===== config.mk =====
export PLATFORM = sky130hd
export DESIGN_NAME = turf_event_fragmenter
export DESIGN_NICKNAME = d
export VERILOG_FILES = /design/src/rtl/turf_event_fragmenter.sv
export SDC_FILE = /design/constraint.sdc
export NUM_CORES = 1
export LEC_CHECK = 0
export ABC_AREA = 0
export CAP_MARGIN = 20
export CORE_UTILIZATION = 42
export DETAILED_ROUTE_END_ITERATION = 12
export PLACE_DENSITY_LB_ADDON = 0.25
export SYNTH_ARGS = -nofsm -noshare
export SYNTH_HDL_FRONTEND = slang
export SYNTH_SLANG_ARGS = --single-unit

===== constraint.sdc =====
create_clock -name aclk -period 2.83 [get_ports aclk]
set_input_delay 0.4245 -clock aclk [delete_from_list [all_inputs] [get_ports aclk]]
set_output_delay 0.4245 -clock aclk [all_outputs]
set_load 0.005 [all_outputs]

===== src/rtl/turf_event_fragmenter.sv =====
// turf_event_fragmenter: splits each 64-bit event stream into UDP fragments (header word + payload qwords).
// Latency: UDP header valid 2 cycles after the event header handshake; payload is a same-cycle passthrough.
// Backpressure: payload tready follows m_udpdata_tready in FRAG_DATA; headers, tags and pads wait on their own tready.
// Build option: define TURF_EVENT_FRAG_TAG_EN to prefix every fragment with a tag qword counted in the UDP length.
module turf_event_fragmenter #(
   parameter int LEN_BITS = 20,
   parameter int CNT_BITS = 16
) (
   input  logic                aclk,
   input  logic                areset,
   input  logic [63:0]         s_evhdr_tdata,
   input  logic                s_evhdr_tvalid,
   output logic                s_evhdr_tready,
   input  logic [63:0]         s_evdata_tdata,
   input  logic [7:0]          s_evdata_tkeep,
   input  logic                s_evdata_tlast,
   input  logic                s_evdata_tvalid,
   output logic                s_evdata_tready,
   output logic [63:0]         m_udphdr_tdata,
   output logic                m_udphdr_tvalid,
   input  logic                m_udphdr_tready,
   output logic [63:0]         m_udpdata_tdata,
   output logic [7:0]          m_udpdata_tkeep,
   output logic                m_udpdata_tlast,
   output logic                m_udpdata_tvalid,
   input  logic                m_udpdata_tready,
   input  logic [9:0]          nfragment_count_i,
   input  logic [31:0]         event_ip_i,
   input  logic [15:0]         event_port_i,
   input  logic                event_open_i,
   output logic [CNT_BITS-1:0] drop_count_o,
   output logic [CNT_BITS-1:0] err_count_o,
   output logic                busy_o
);

`ifdef TURF_EVENT_FRAG_TAG_EN
   localparam bit TAG_EN = 1'b1;
`else
   localparam bit TAG_EN = 1'b0;
`endif

   typedef enum logic [2:0] {IDLE, LATCH, FRAG_HDR, FRAG_TAG, FRAG_DATA, PAD, DUMP} state_t;

   state_t              state;
   logic [31:0]         hdr_num;      // event number held between header handshake and LATCH
   logic [LEN_BITS-1:0] hdr_len;
   logic [31:0]         evnum_q;
   logic [31:0]         ip_q;
   logic [15:0]         port_q;
   logic [15:0]         frag_idx;
   logic [LEN_BITS-1:0] remaining;    // qwords of the event not yet forwarded
   logic [10:0]         nplus1;       // max qwords per fragment, 1..1024
   logic [10:0]         p_q;          // size of the fragment in flight
   logic                last_q;       // fragment in flight is the final one of the event
   logic [9:0]          beat;         // beat index inside the current fragment

   logic [10:0]         p_cur;
   logic [9:0]          p_m1;
   logic [15:0]         udp_len;
   logic                beat_last;
   logic                final_beat;
   logic                unused_hdr_bits;

   function automatic logic [CNT_BITS-1:0] sat_inc(input logic [CNT_BITS-1:0] v);
      return (v == '1) ? v : v + CNT_BITS'(1);
   endfunction

   // fragment sizing and beat bookkeeping derived from registered state
   always_comb begin
      p_cur           = (remaining < LEN_BITS'(nplus1)) ? remaining[10:0] : nplus1;
      p_m1            = 10'(p_q - 11'd1);
      udp_len         = {2'b00, p_cur, 3'b000} + (TAG_EN ? 16'd8 : 16'd0);
      beat_last       = (beat == p_m1);
      final_beat      = (remaining == LEN_BITS'(1));
      unused_hdr_bits = ^s_evhdr_tdata[31:LEN_BITS];
   end

   // handshake and data outputs decoded from the registered state
   always_comb begin
      s_evhdr_tready   = (state == IDLE) && !areset;
      s_evdata_tready  = 1'b0;
      m_udphdr_tvalid  = 1'b0;
      m_udphdr_tdata   = {ip_q, port_q, udp_len};
      m_udpdata_tvalid = 1'b0;
      m_udpdata_tdata  = 64'd0;
      m_udpdata_tkeep  = 8'h00;
      m_udpdata_tlast  = 1'b0;
      busy_o           = (state != IDLE);
      case (state)
         FRAG_HDR: m_udphdr_tvalid = 1'b1;
         FRAG_TAG: begin
            m_udpdata_tvalid = 1'b1;
            m_udpdata_tdata  = {evnum_q, frag_idx, last_q, 5'b00000, p_m1};
            m_udpdata_tkeep  = 8'hFF;
         end
         FRAG_DATA: begin
            m_udpdata_tvalid = s_evdata_tvalid;
            s_evdata_tready  = m_udpdata_tready;
            m_udpdata_tdata  = s_evdata_tdata;
            m_udpdata_tkeep  = final_beat ? s_evdata_tkeep : 8'hFF;
            m_udpdata_tlast  = beat_last;
         end
         PAD: begin
            m_udpdata_tvalid = 1'b1;
            m_udpdata_tkeep  = 8'hFF;
            m_udpdata_tlast  = beat_last;
         end
         DUMP:    s_evdata_tready = 1'b1;
         default: ;
      endcase
   end

   // fragmenter state machine, captured config and saturating counters
   always_ff @(posedge aclk) begin
      if (areset) begin
         state        <= IDLE;
         hdr_num      <= '0;
         hdr_len      <= '0;
         evnum_q      <= '0;
         ip_q         <= '0;
         port_q       <= '0;
         frag_idx     <= '0;
         remaining    <= '0;
         nplus1       <= '0;
         p_q          <= '0;
         last_q       <= 1'b0;
         beat         <= '0;
         drop_count_o <= '0;
         err_count_o  <= '0;
      end else begin
         case (state)
            IDLE: if (s_evhdr_tvalid) begin
               hdr_num <= s_evhdr_tdata[63:32];
               hdr_len <= s_evhdr_tdata[LEN_BITS-1:0];
               state   <= LATCH;
            end
            LATCH: begin
               evnum_q   <= hdr_num;
               remaining <= hdr_len;
               nplus1    <= {1'b0, nfragment_count_i} + 11'd1;
               ip_q      <= event_ip_i;
               port_q    <= event_port_i;
               frag_idx  <= '0;
               if (!event_open_i) begin
                  drop_count_o <= sat_inc(drop_count_o);
                  state        <= DUMP;
               end else if (hdr_len == '0) begin
                  err_count_o <= sat_inc(err_count_o);
                  state       <= DUMP;
               end else begin
                  state <= FRAG_HDR;
               end
            end
            FRAG_HDR: if (m_udphdr_tready) begin
               p_q    <= p_cur;
               last_q <= (remaining <= LEN_BITS'(nplus1));
               beat   <= '0;
               state  <= TAG_EN ? FRAG_TAG : FRAG_DATA;
            end
            FRAG_TAG: if (m_udpdata_tready) state <= FRAG_DATA;
            FRAG_DATA: if (s_evdata_tvalid && m_udpdata_tready) begin
               remaining <= remaining - LEN_BITS'(1);
               beat      <= beat + 10'd1;
               if (s_evdata_tlast && !final_beat) begin
                  // source ended early: finish this fragment with zeros, then stop
                  err_count_o <= sat_inc(err_count_o);
                  state       <= beat_last ? IDLE : PAD;
               end else if (final_beat) begin
                  if (!s_evdata_tlast) begin
                     // source runs past the advertised length: drain the excess
                     err_count_o <= sat_inc(err_count_o);
                     state       <= DUMP;
                  end else begin
                     state <= IDLE;
                  end
               end else if (beat_last) begin
                  frag_idx <= frag_idx + 16'd1;
                  state    <= FRAG_HDR;
               end
            end
            PAD: if (m_udpdata_tready) begin
               beat <= beat + 10'd1;
               if (beat_last) state <= IDLE;
            end
            DUMP: if (s_evdata_tvalid && s_evdata_tlast) state <= IDLE;
            default: state <= IDLE;
         endcase
      end
   end

endmodule


### Word level (Yosys, flattened, before mapping)

Cells that the tools add are included.

* input bits: 202
* logic and storage cells: 113
* register bits: 235

* bitwise operators: 2
* $lt $le $gt $ge: 2
* reductions and logical operators: 21
* mux-type cells: 42
* eq/ne operators: 25
* add/sub/neg operators: 7

Operator list (count)
* 2-to-1 mux 16 bit: 11
* case mux 64 bit (2 select lines): 1
* case mux 16 bit (2 select lines): 2
* adder 16 x 1 -> 16 bit, second input constant: 3
* 2-to-1 mux 3 bit: 14
* case mux 20 bit (2 select lines): 1
* == test 16 bit, second input constant: 2
* 2-to-1 mux 10 bit: 3
* case mux 10 bit (3 select lines): 1
* != test 2 bit, second input constant: 12
* case mux 3 bit (7 select lines): 1
* == test 20 x 1 -> 1 bit, second input constant: 1
* <= comparator 20 x 11 -> 1 bit: 1
* logical NOT 20 bit: 1
* less-than comparator 20 x 11 -> 1 bit: 1
* 2-to-1 mux 20 bit: 1
* subtractor 20 x 1 -> 20 bit, second input constant: 1
* case mux 8 bit (2 select lines): 1
* adder 10 x 1 -> 11 bit, second input constant: 1
* 2-to-1 mux 11 bit: 1
* adder 10 x 1 -> 10 bit, second input constant: 1
* == test 10 bit: 1
* subtractor 10 x 1 -> 10 bit, second input constant: 1
* == test 3 bit, second input constant: 3
* other kinds (20): 33

### Longest topological paths before layout

* depth after elaboration: 7
* gate-level depth with buffers: 12
* gate-level depth less buffers: 10

### Worst setup path after synthesis

OpenSTA, ideal clock, no wires.

* path kind: register to register
* start point: register p_q[0]
* end point: register frag_idx[13]
* library setup time: 70 ps
* cell stages (with the launch flop): 12
* period minus slack after synthesis: 2632 ps
* required time: 2760 ps
* slack: 198 ps
* data arrival time: 2561 ps
* buffers on the path: 1
* cells stage by stage: dfxtp_1 > inv_1 > ha_1 > nor3b_1 > a32o_1 > a211oi_1 > o2111a_1 > and3b_1 > a21oi_2 > buf_6 > or4_1 > a21oi_1

* word-level cells in the longest chain between the ends: 4

RTL lines
* start: declaration: line 53 `logic [10:0] p_q;`
* start signal: assignment: line 155 `p_q <= p_cur;`
* subtractor 10 x 1 -> 10 bit: line 71 `p_m1 = 10'(p_q - 11'd1);`
* == test 10 bit: line 73 `beat_last = (beat == p_m1);`
* != test 2 bit (no line)
* AND reduction 5 bit (no line)
* end signal: assignment: line 177 `frag_idx <= frag_idx + 16'd1;`
* end: declaration: line 50 `logic [15:0] frag_idx;`

No other way between the ends.
A chain may end at the register's enable or synchronous reset.

### Worst setup path after layout

* start point: register nplus1[9]
* end point: output m_udphdr_tdata[6]

* word-level cells in the longest chain between the ends: 2

RTL lines
* start: declaration: line 52 `logic [10:0] nplus1;`
* start signal: assignment: line 140 `nplus1 <= {1'b0, nfragment_count_i} + 11'd1;`
* less-than comparator 20 x 11 -> 1 bit: line 70 `p_cur = (remaining < LEN_BITS'(nplus1)) ? remaining[10:0] : nplus1;`
* 2-to-1 mux 11 bit: line 70
* end: declaration: line 19 `output logic [63:0] m_udphdr_tdata,`

No other way between the ends.

==> flow_summary.json <==
{
  "cpMaxStageDelayCell": "sky130_fd_sc_hd__dfxtp_2",
  "setup_slack_ns": -0.288,
  "run_status": "finished with violations",
  "max-clock-path-buffers": 3,
  "area_of_the_core_sq_um": 26100,
  "reg2reg_depth": 16,
  "layout.filler_cells": 2227,
  "die-width_microns": 165,
  "worstSkewPairLatency_ns": 0.53,
  "cp-end-kind": "primary output",
  "cts.reportedPaths.clkPinSlew_ns": 0.06,
  "crit_path_start": "nplus1[9]$_SDFFE_PP0P_",
  "setup_slack_of_the_most_critical_reg_to_reg_path_ns": -0.06,
  "netlist_area_sq_um": 11100,
  "highest_count_cells_in_the_layout_ignoring_fill_and_taps": "334 x sky130_fd_sc_hd__clkdlybuf4s50_1, 332 x sky130_fd_sc_hd__nand2_1, 223 x sky130_fd_sc_hd__dfxtp_1, 177 x sky130_fd_sc_hd__a21oi_1, 130 x sky130_fd_sc_hd__nor2_1",
  "final.hold.worst_slack_ns": 0.320,
  "syn-mean-instance-area_sq_um": 7.72,
  "routabilityCongestion": 0.925,
  "initialDrtViolationCount": 895,
  "via_per_inst": 5.34,
  "reg2reg_capture_point": "p_q[1]$_SDFFE_PP0P_",
  "h-tree-depth": 1,
  "period_share": 1.10,
  "drc": 0,
  "worst-path-max-fanout": 5,
  "count_of_flip_flops_with_a_built_in_enable_after_synthesis": 0,
  "via_count_of_the_first_global_routing_pass": 11000,
  "mostFrequentLayoutCell": "sky130_fd_sc_hd__clkdlybuf4s50_1",
  "place_hpwl_microns": 25300,
  "grt.total_usage": 0.256,
  "fp.dieArea_sq_um": 27200,
  "timing.critical_path.max_delay_family": "compound AO/OA/AOI/OAI gates",
  "critical_path_class": "register to primary output",
  "postRouteAntennaNets": 0,
  "final_util": 0.643,
  "grt_util_met3": 0.0568,
  "timing.clock.skew_ns": 0.0138,
  "synth-seq-cells": 235,
  "endpoint": "m_udphdr_tdata[6]",
  "postLayoutCellArea_sq_um": 16700,
  "placed_cell_area_sq_um": 15300,
  "rsz0062_at_grt": "true",
  "crit_arrival_ns": 2.69,
  "fp-row-count": 59,
  "synthFlopType": "sky130_fd_sc_hd__dfxtp_1",
  "cts_tree": "built",
  "timing.max_slew.rel_slack": 0.571,
  "seq_total_area_yosys": 0.423,
  "irDropWorstVdd_uv": 799,
  "finalPower_mw": 15.2,
  "maxSlewViolCount": 0,
  "achievable-frequency_mhz": 321,
  "power.leakage_nw": 6.40,
  "critical_path_buf_inv_count": 4,
  "buffer_ports.inserted": 358,
  "critical_path.most_common_cell": "sky130_fd_sc_hd__buf_4",
  "layout_min_cycle_time_ns": 3.12,
  "dr_total_vias": 11700,
  "setup_violations": 13,
  "critical_path_depth": 9,
  "synth_cell_types": 67,
  "first_pass_grt_wire_length_microns": 55700,
  "drive_above_1_share": 0.121,
  "p_per_area_nw_per_um2": 910,
  "hold_path_class": "primary input to register",
  "r2r_start": "nplus1[9]$_SDFFE_PP0P_",
  "first_pass_iters": 5,
  "global_route.peak_usage_layer": "met2",
  "maxCapViolCount": 0,
  "async_flop_share": 0,
  "pin_count": 376,
  "grt_start_max_net_pins": 100,
  "cts_buffers": 26,
  "cts_hold_repair.buffers": 0,
  "grt_use_met2": 0.438,
  "diodes": 0,
  "area_overhead_vs_synth_pct": 50.5,
  "route.detailed.wl_per_inst_microns": 16.8,
  "final.setup.tns_ns": -2.60,
  "ctsRootBufferMaster": "sky130_fd_sc_hd__clkbuf_16",
  "finalHoldViolations": 0,
  "worstMarginPinSlew_ns": 0.644,
  "worstSetupStartpointType": "register",
  "floorplan.initialDensity": 0.427,
  "design.final.nets": 2049,
  "cp_cell_sequence": "inv_1 -> ha_1 -> a21o_1 -> a2111oi_4 -> o211ai_1 -> buf_4 -> buf_4 -> mux2_4 -> buf_6",
  "finalWirelength_microns": 36600,
  "number_of_antenna_violations_at_the_first_check_in_global_routing": 3,
  "grt_overflow": 0,
  "die_h_microns": 165,
  "groute.layer.met1.usage": 0.320,
  "critPathMaxStageDelay_ns": 0.32,
  "post_synth_inst_count": 1441,
  "clock_sink_count": 235,
  "cp.required_ns": 2.41,
  "yosys_warnings": 0,
  "violations": "negative setup slack"
}
==> where the power goes <==
part	internal, mW	switching [mW]	leakage [nW]
sequential	3.82	0.423	1.91
combinational	3.84	3.86	4.07
clock	1.94	1.36	0.410
==> worst min path at each step <==
stage | from | endpoint | slack, ns | cells past startpoint
after floorplan | hdr_num[0]$_SDFFE_PP0P_ | evnum_q[0]$_SDFFE_PP0P_ | 0.43 | 2
after global placement | hdr_num[16]$_SDFFE_PP0P_ | evnum_q[16]$_SDFFE_PP0P_ | 0.44 | 2
after detailed placement | hdr_num[27]$_SDFFE_PP0P_ | evnum_q[27]$_SDFFE_PP0P_ | 0.44 | 2
after CTS | areset | remaining[2]$_SDFFE_PP0P_ | 0.30 | 2
after global routing | areset | remaining[1]$_SDFFE_PP0P_ | 0.33 | 2
final | areset | port_q[11]$_SDFFE_PP0P_ | 0.32 | 2
==> area by class of cell <==
type                    instances  area (sq um)  share of cell area
clock buffers                  40           763              0.0456
flip-flops and latches        235          4720               0.282
multi-input cells            1084          6240               0.373
clock inverters                 7          73.8             0.00441
inverters                      23          86.3             0.00516
well taps                     335           419              0.0250
repair buffers                458          4430               0.265
==> state kept, by name, summed over array words and instances, names as in the netlist <==
register,cells
err_count_o,16
hdr_num,32
beat,10
last_q,1
state,3
frag_idx,16
ip_q,32
p_q,10
drop_count_o,16
port_q,16
evnum_q,32
nplus1,11
remaining,20
hdr_len,20
==> layer usage <==
metal	vias to the layer above	routed length, microns
met2	420	17700
met3	53	2740
li1	5728	-
met5	-	27
met1	5451	15400
met4	4	808
==> synthesized netlist by cell type (all sizes together) (7+ instances only) <==
cell type	instances	area [sq um]
buf	13	78.8
o21ai	41	205
dfxtp	235	4700
mux2	9	101
a31oi	7	43.8
nor3	28	150
a21oi	178	895
a22o	50	438
or3	10	62.6
ha	19	238
a211oi	18	135
nand2	336	1260
and2	15	93.8
xor2	44	385
clkbuf	90	338
nor2	137	514
nand3	22	110
and3	19	119
o31ai	8	60.1
inv	23	86.3
nand4	21	131
xnor2	17	149
nor4	12	90.1
or4	10	75.1
and4	9	78.8
==> per-stage QoR <==
stage	instances	worst slack (ns)
floorplan	1445	0.198
global placement	2102	-0.0369
detailed placement	2102	-0.0732
CTS	2176	-0.242
global route	2182	-0.376
finish	2182	-0.288
==> repair_timing <==
| item | CTS | global route |
|---|---|---|
| gates cloned | 2 | 0 |
| endpoints found under the setup margin | 89 | 63 |
| buffers inserted | 25 | 6 |
| pin swaps | 13 | 15 |
| resized for setup | 107 | 39 |
==> cells by family after synthesis <==
group / Yosys count / synth area share
buf+inv: 126 / 0.0452
flops: 235 / 0.423
compound gates: 344 / 0.192
xor+xnor: 61 / 0.0480
other cells: 1 / 0.000337
simple gates: 640 / 0.256
fa+ha+maj: 19 / 0.0214
mux: 15 / 0.0145
Note: power is estimated with default switching activity, not from simulation.
==> edit 1, RTL diff (config.mk and constraints unchanged) <==
Build with the macro `TURF_EVENT_FRAG_TAG_EN` defined.
--- a/src/rtl/turf_event_fragmenter.sv
+++ b/src/rtl/turf_event_fragmenter.sv
@@ -4,2 +4,4 @@
 // Build option: define TURF_EVENT_FRAG_TAG_EN to prefix every fragment with a tag qword counted in the UDP length.
+`define TURF_EVENT_FRAG_TAG_EN
+
 module turf_event_fragmenter #(
Function: changed (a bounded check fails within 4 cycles, from zero or initial values and one cycle with areset high).
==> edit 1 against the original RTL <==
The flow still finishes with violations (negative setup slack); critical path depth is 3 higher; area after synthesis increased by 5.4%; utilization rose by 2.8 points; routed wire length increased by 15%; total power up 18%; sequential cell count unchanged; worst setup slack got worse by 1.0 ns; maximum frequency fell by 25%; largest cell class unchanged; cell area grew 8.8%; critical path type unchanged; cell count is 7.4% higher.
==> edit 1: results (changes against the original RTL) <==
status:
  status: "finished, violations left"
  failed_checks: "negative setup slack"
setup_path:
  r2r_cells: 13  # -3
  worstPathMaxFanout: 3  # -2
  crit_start: "remaining[17]$_SDFFE_PP0P_"
  crit_end: "m_udphdr_tdata[9]"
  r2r_slack_ns: -0.24  # -0.18 ns
  max_stage_delay_ns: 0.53  # +0.21 ns
  slowest_stage: "or4_4"
  arrival_ns: 3.72  # +1.03 ns
  rr_endpoint: "p_q[8]$_SDFFE_PP0P_"
drt:
  drt_iter0_drc: 795  # -11%
  drt-pass1-iter-count: 7  # +2
  drt_wl_total_um: 42060  # +15%
  wl_per_cell_um: 17.95  # +6.9%
  vias: 12664  # +8.6%
timing:
  finalSetupViolCount: 29  # +16
  finalSetupTns_ns: -17.41  # -14.80 ns
  hold-worst-slack_ns: 0.3092  # -0.01069 ns
  fin_worst_skew_ns: 0.006681  # -0.007076 ns
  worst_slack_ns: -1.318  # -1.030 ns
finish:
  nFillCells: 2242  # +0.67%
  drive_gt1_share_pct: 15.23  # +3.1 points
pwr:
  power.share.sequential_pct: 23.4  # -4.4 points
  max-vdd-ir-drop_mv: 0.6220  # -22%
  powerClk_mw: 3.66  # +11%
  powerDensity_mw_per_mm2: 986.4  # +8.3%
  power_switching_share_pct: 36.46  # -0.55 points
  p_leak_nw: 7.013  # +9.6%
synthesis:
  muxShareOfSynthArea_pct: 1.461  # +0.010 points
  yosys-top-cells-area: "dfxtp_1 (40%), nand2_1 (11%), a21oi_1 (7.2%)"
  syn_inst: 1535  # +6.5%
  synth_cell_types: 63  # -6.0%
  synth-adder-area-share_pct: 2.132  # -0.0036 points
  synth-seq-area-share_pct: 40.09  # -2.2 points
  synth.top_cells.by_count: "nand2_1 (348), dfxtp_1 (235), a21oi_1 (169), nor2_1 (133), clkbuf_1 (101)"
  synth_xor_area_share_pct: 5.598  # +0.80 points
  async_flop_share_pct: 0  # unchanged
  synth-compound-area-share_pct: 19.82  # +0.63 points
global_routing:
  grt_usage_pct: 26.62  # +1.0 points
  first_global_vias: 11901  # +8.6%
  grt_start_max_net_pins: 113  # +13%
  grt_pass1_wl_um: 61980  # +11%
placed_design:
  port_buffers: 359  # +0.28%
  detailed_place_hpwl_um: 27250  # +7.5%
  placed_cells: 2249  # +7.0%
  gp_congestion: 0.8835  # -4.4%
min_path:
  hold_end: "beat[0]$_SDFFE_PP0P_"
-- edit 1: metrics by stage --
stage                     setup WS, ns  instance area, um2
final                           -1.318               18230
after global routing            -1.417               18220
after CTS                       -1.344               17610
after detailed placement        -1.268               16210
after global placement          -1.184               16210
after floorplan                -0.6317               11800
-- edit 1: layout make-up --
class,count,share of cell area (%)
diodes,1,0.01373
clock buffers,34,4.126
clock inverters,14,0.9817
inverters,22,0.4531
multi-input cells,1162,38.61
flip-flops and latches,235,25.85
well taps,372,2.554
repair buffers,503,27.42
-- edit 1: layer usage --
| metal | vias to the layer above | wire length [um] | GRT usage (%) |
|---|---|---|---|
| met3 | 78 | 2935 | 5.504 |
| met2 | 486 | 21120 | 47.04 |
| met1 | 5962 | 17010 | 32.86 |
| met4 | 0 | 998 | 6.659 |
| met5 | - | 0 | 0 |
| li1 | 6138 | - | - |
-- edit 1: what timing repair did --
item	4_1_cts	5_1_grt
setup buffers	19	21
gates cloned	1	6
endpoints found under the setup margin	61	105
gates resized for setup	118	112
pin swaps	17	33
==> edit 2, RTL diff (config.mk and constraints unchanged) <==
Without the edit above. Re-encode `state_t` (7 states) as one-hot, 7 bits wide.
--- a/src/rtl/turf_event_fragmenter.sv
+++ b/src/rtl/turf_event_fragmenter.sv
@@ -41,3 +41,3 @@
 
-   typedef enum logic [2:0] {IDLE, LATCH, FRAG_HDR, FRAG_TAG, FRAG_DATA, PAD, DUMP} state_t;
+   typedef enum logic [6:0] {IDLE = 7'b0000001, LATCH = 7'b0000010, FRAG_HDR = 7'b0000100, FRAG_TAG = 7'b0001000, FRAG_DATA = 7'b0010000, PAD = 7'b0100000, DUMP = 7'b1000000} state_t;
 
Formal check against the unedited RTL: no difference found for any inputs over 4 cycles, from zero or initial values and one cycle with areset high; so few cycles prove little.
==> edit 2 against the original RTL <==
The flow still finishes with violations (negative setup slack); first-iteration DRC count decreased by 29%; cell area down 22%; area after synthesis decreased by 27%; count of clock-buffer cells in the layout shrank 23; routed wire length fell by 23%; worst setup slack gained 0.13 ns; die area down 27%; register-to-register slack improved by 0.21 ns; worst hold slack better by 0.059 ns; sequential cell count shrank 78; total power down 47%; critical path type unchanged.
==> edit 2: results (changes against the original RTL) <==
drt:
  met2_length_um: 13640  # -23%
  wl_met3_um: 2141  # -22%
  drt_iter0_drc: 639  # -29%
  viasPerCell: 5.255  # -1.6%
min_path:
  hold_depth: 3  # +1
status:
  failed_checks: "negative setup slack"
  status: "finished, violations left"
finish:
  nFillCells: 1490  # -33%
  fin_cells: 1693  # -22%
  seq_area_mm2: 0.003158  # -33%
  drive_gt1_share_pct: 15.07  # +2.9 points
timing:
  finalSetupTns_ns: -1.938  # +0.6657 ns
  hold-worst-slack_ns: 0.3788  # +0.05888 ns
  finalSetupViolCount: 18  # +5
  worst_slack_ns: -0.1604  # +0.1275 ns
  tightest_slew_ns: 0.8205  # +0.1769 ns
pwr:
  power_switching_share_pct: 34.73  # -2.3 points
  powerClk_mw: 2.32  # -30%
  p_leak_nw: 5.117  # -20%
  max-vdd-ir-drop_mv: 0.4090  # -49%
  powerComb_mw: 3.16  # -59%
setup_path:
  worstPathMaxFanout: 6  # +1
  crit_end: "m_udphdr_tdata[11]"
  crit_start: "remaining[15]$_SDFFE_PP0P_"
  path_delay_family: "simple AND/OR/NAND/NOR gates"
  r2r_cells: 9  # -7
synthesis:
  synth.top_cells.by_count: "nand2_1 (206), dfxtp_1 (157), nor2_1 (118), a21oi_1 (96), and3_1 (72)"
  yosys-top-cells-area: "dfxtp_1 (39%), nand2_1 (9.5%), a21oi_1 (5.9%)"
  synth_cell_types: 73  # +9.0%
placed_design:
  detailed_place_hpwl_um: 20060  # -21%
global_routing:
  use_met2_pct: 46.98  # +3.2 points
  first_global_vias: 8545  # -22%
clock_network:
  clk_path_buf_depth: 2  # -1
  htreeDepth: 4  # +3
  cts_buffers: 17  # -35%
edit 2: area by class of cell:
type,instances,share of cell area (%)
Clock buffer,17,3.276
Clock inverter,15,1.281
Inverter,26,0.7515
Multi-Input combinational cell,808,37.30
Sequential cell,157,24.32
Tap cell,260,2.505
Timing Repair Buffer,410,30.57
edit 2: kinds of logic (layout without fill, tap and decap cells):
| logic type | after synthesis | in the layout | share of synthesized area (%) |
|---|---|---|---|
| mux | 14 | 14 | 1.924 |
| buf+inv | 97 | 468 | 4.971 |
| xor+xnor | 55 | 55 | 5.925 |
| fa+ha+maj | 17 | 17 | 2.616 |
| flops | 157 | 157 | 38.66 |
| compound gates | 195 | 195 | 14.65 |
| simple gates | 521 | 522 | 31.21 |
| other cells | 1 | 5 | 0.04612 |
edit 2: timing repair:
action                     4_1_cts  5_1_grt
hold buffers                     0        0
setup endpoints to repair       22       41
gates resized for setup        132       25
pin swaps                       23       12
buffers inserted                14        8
gates cloned                     2        0
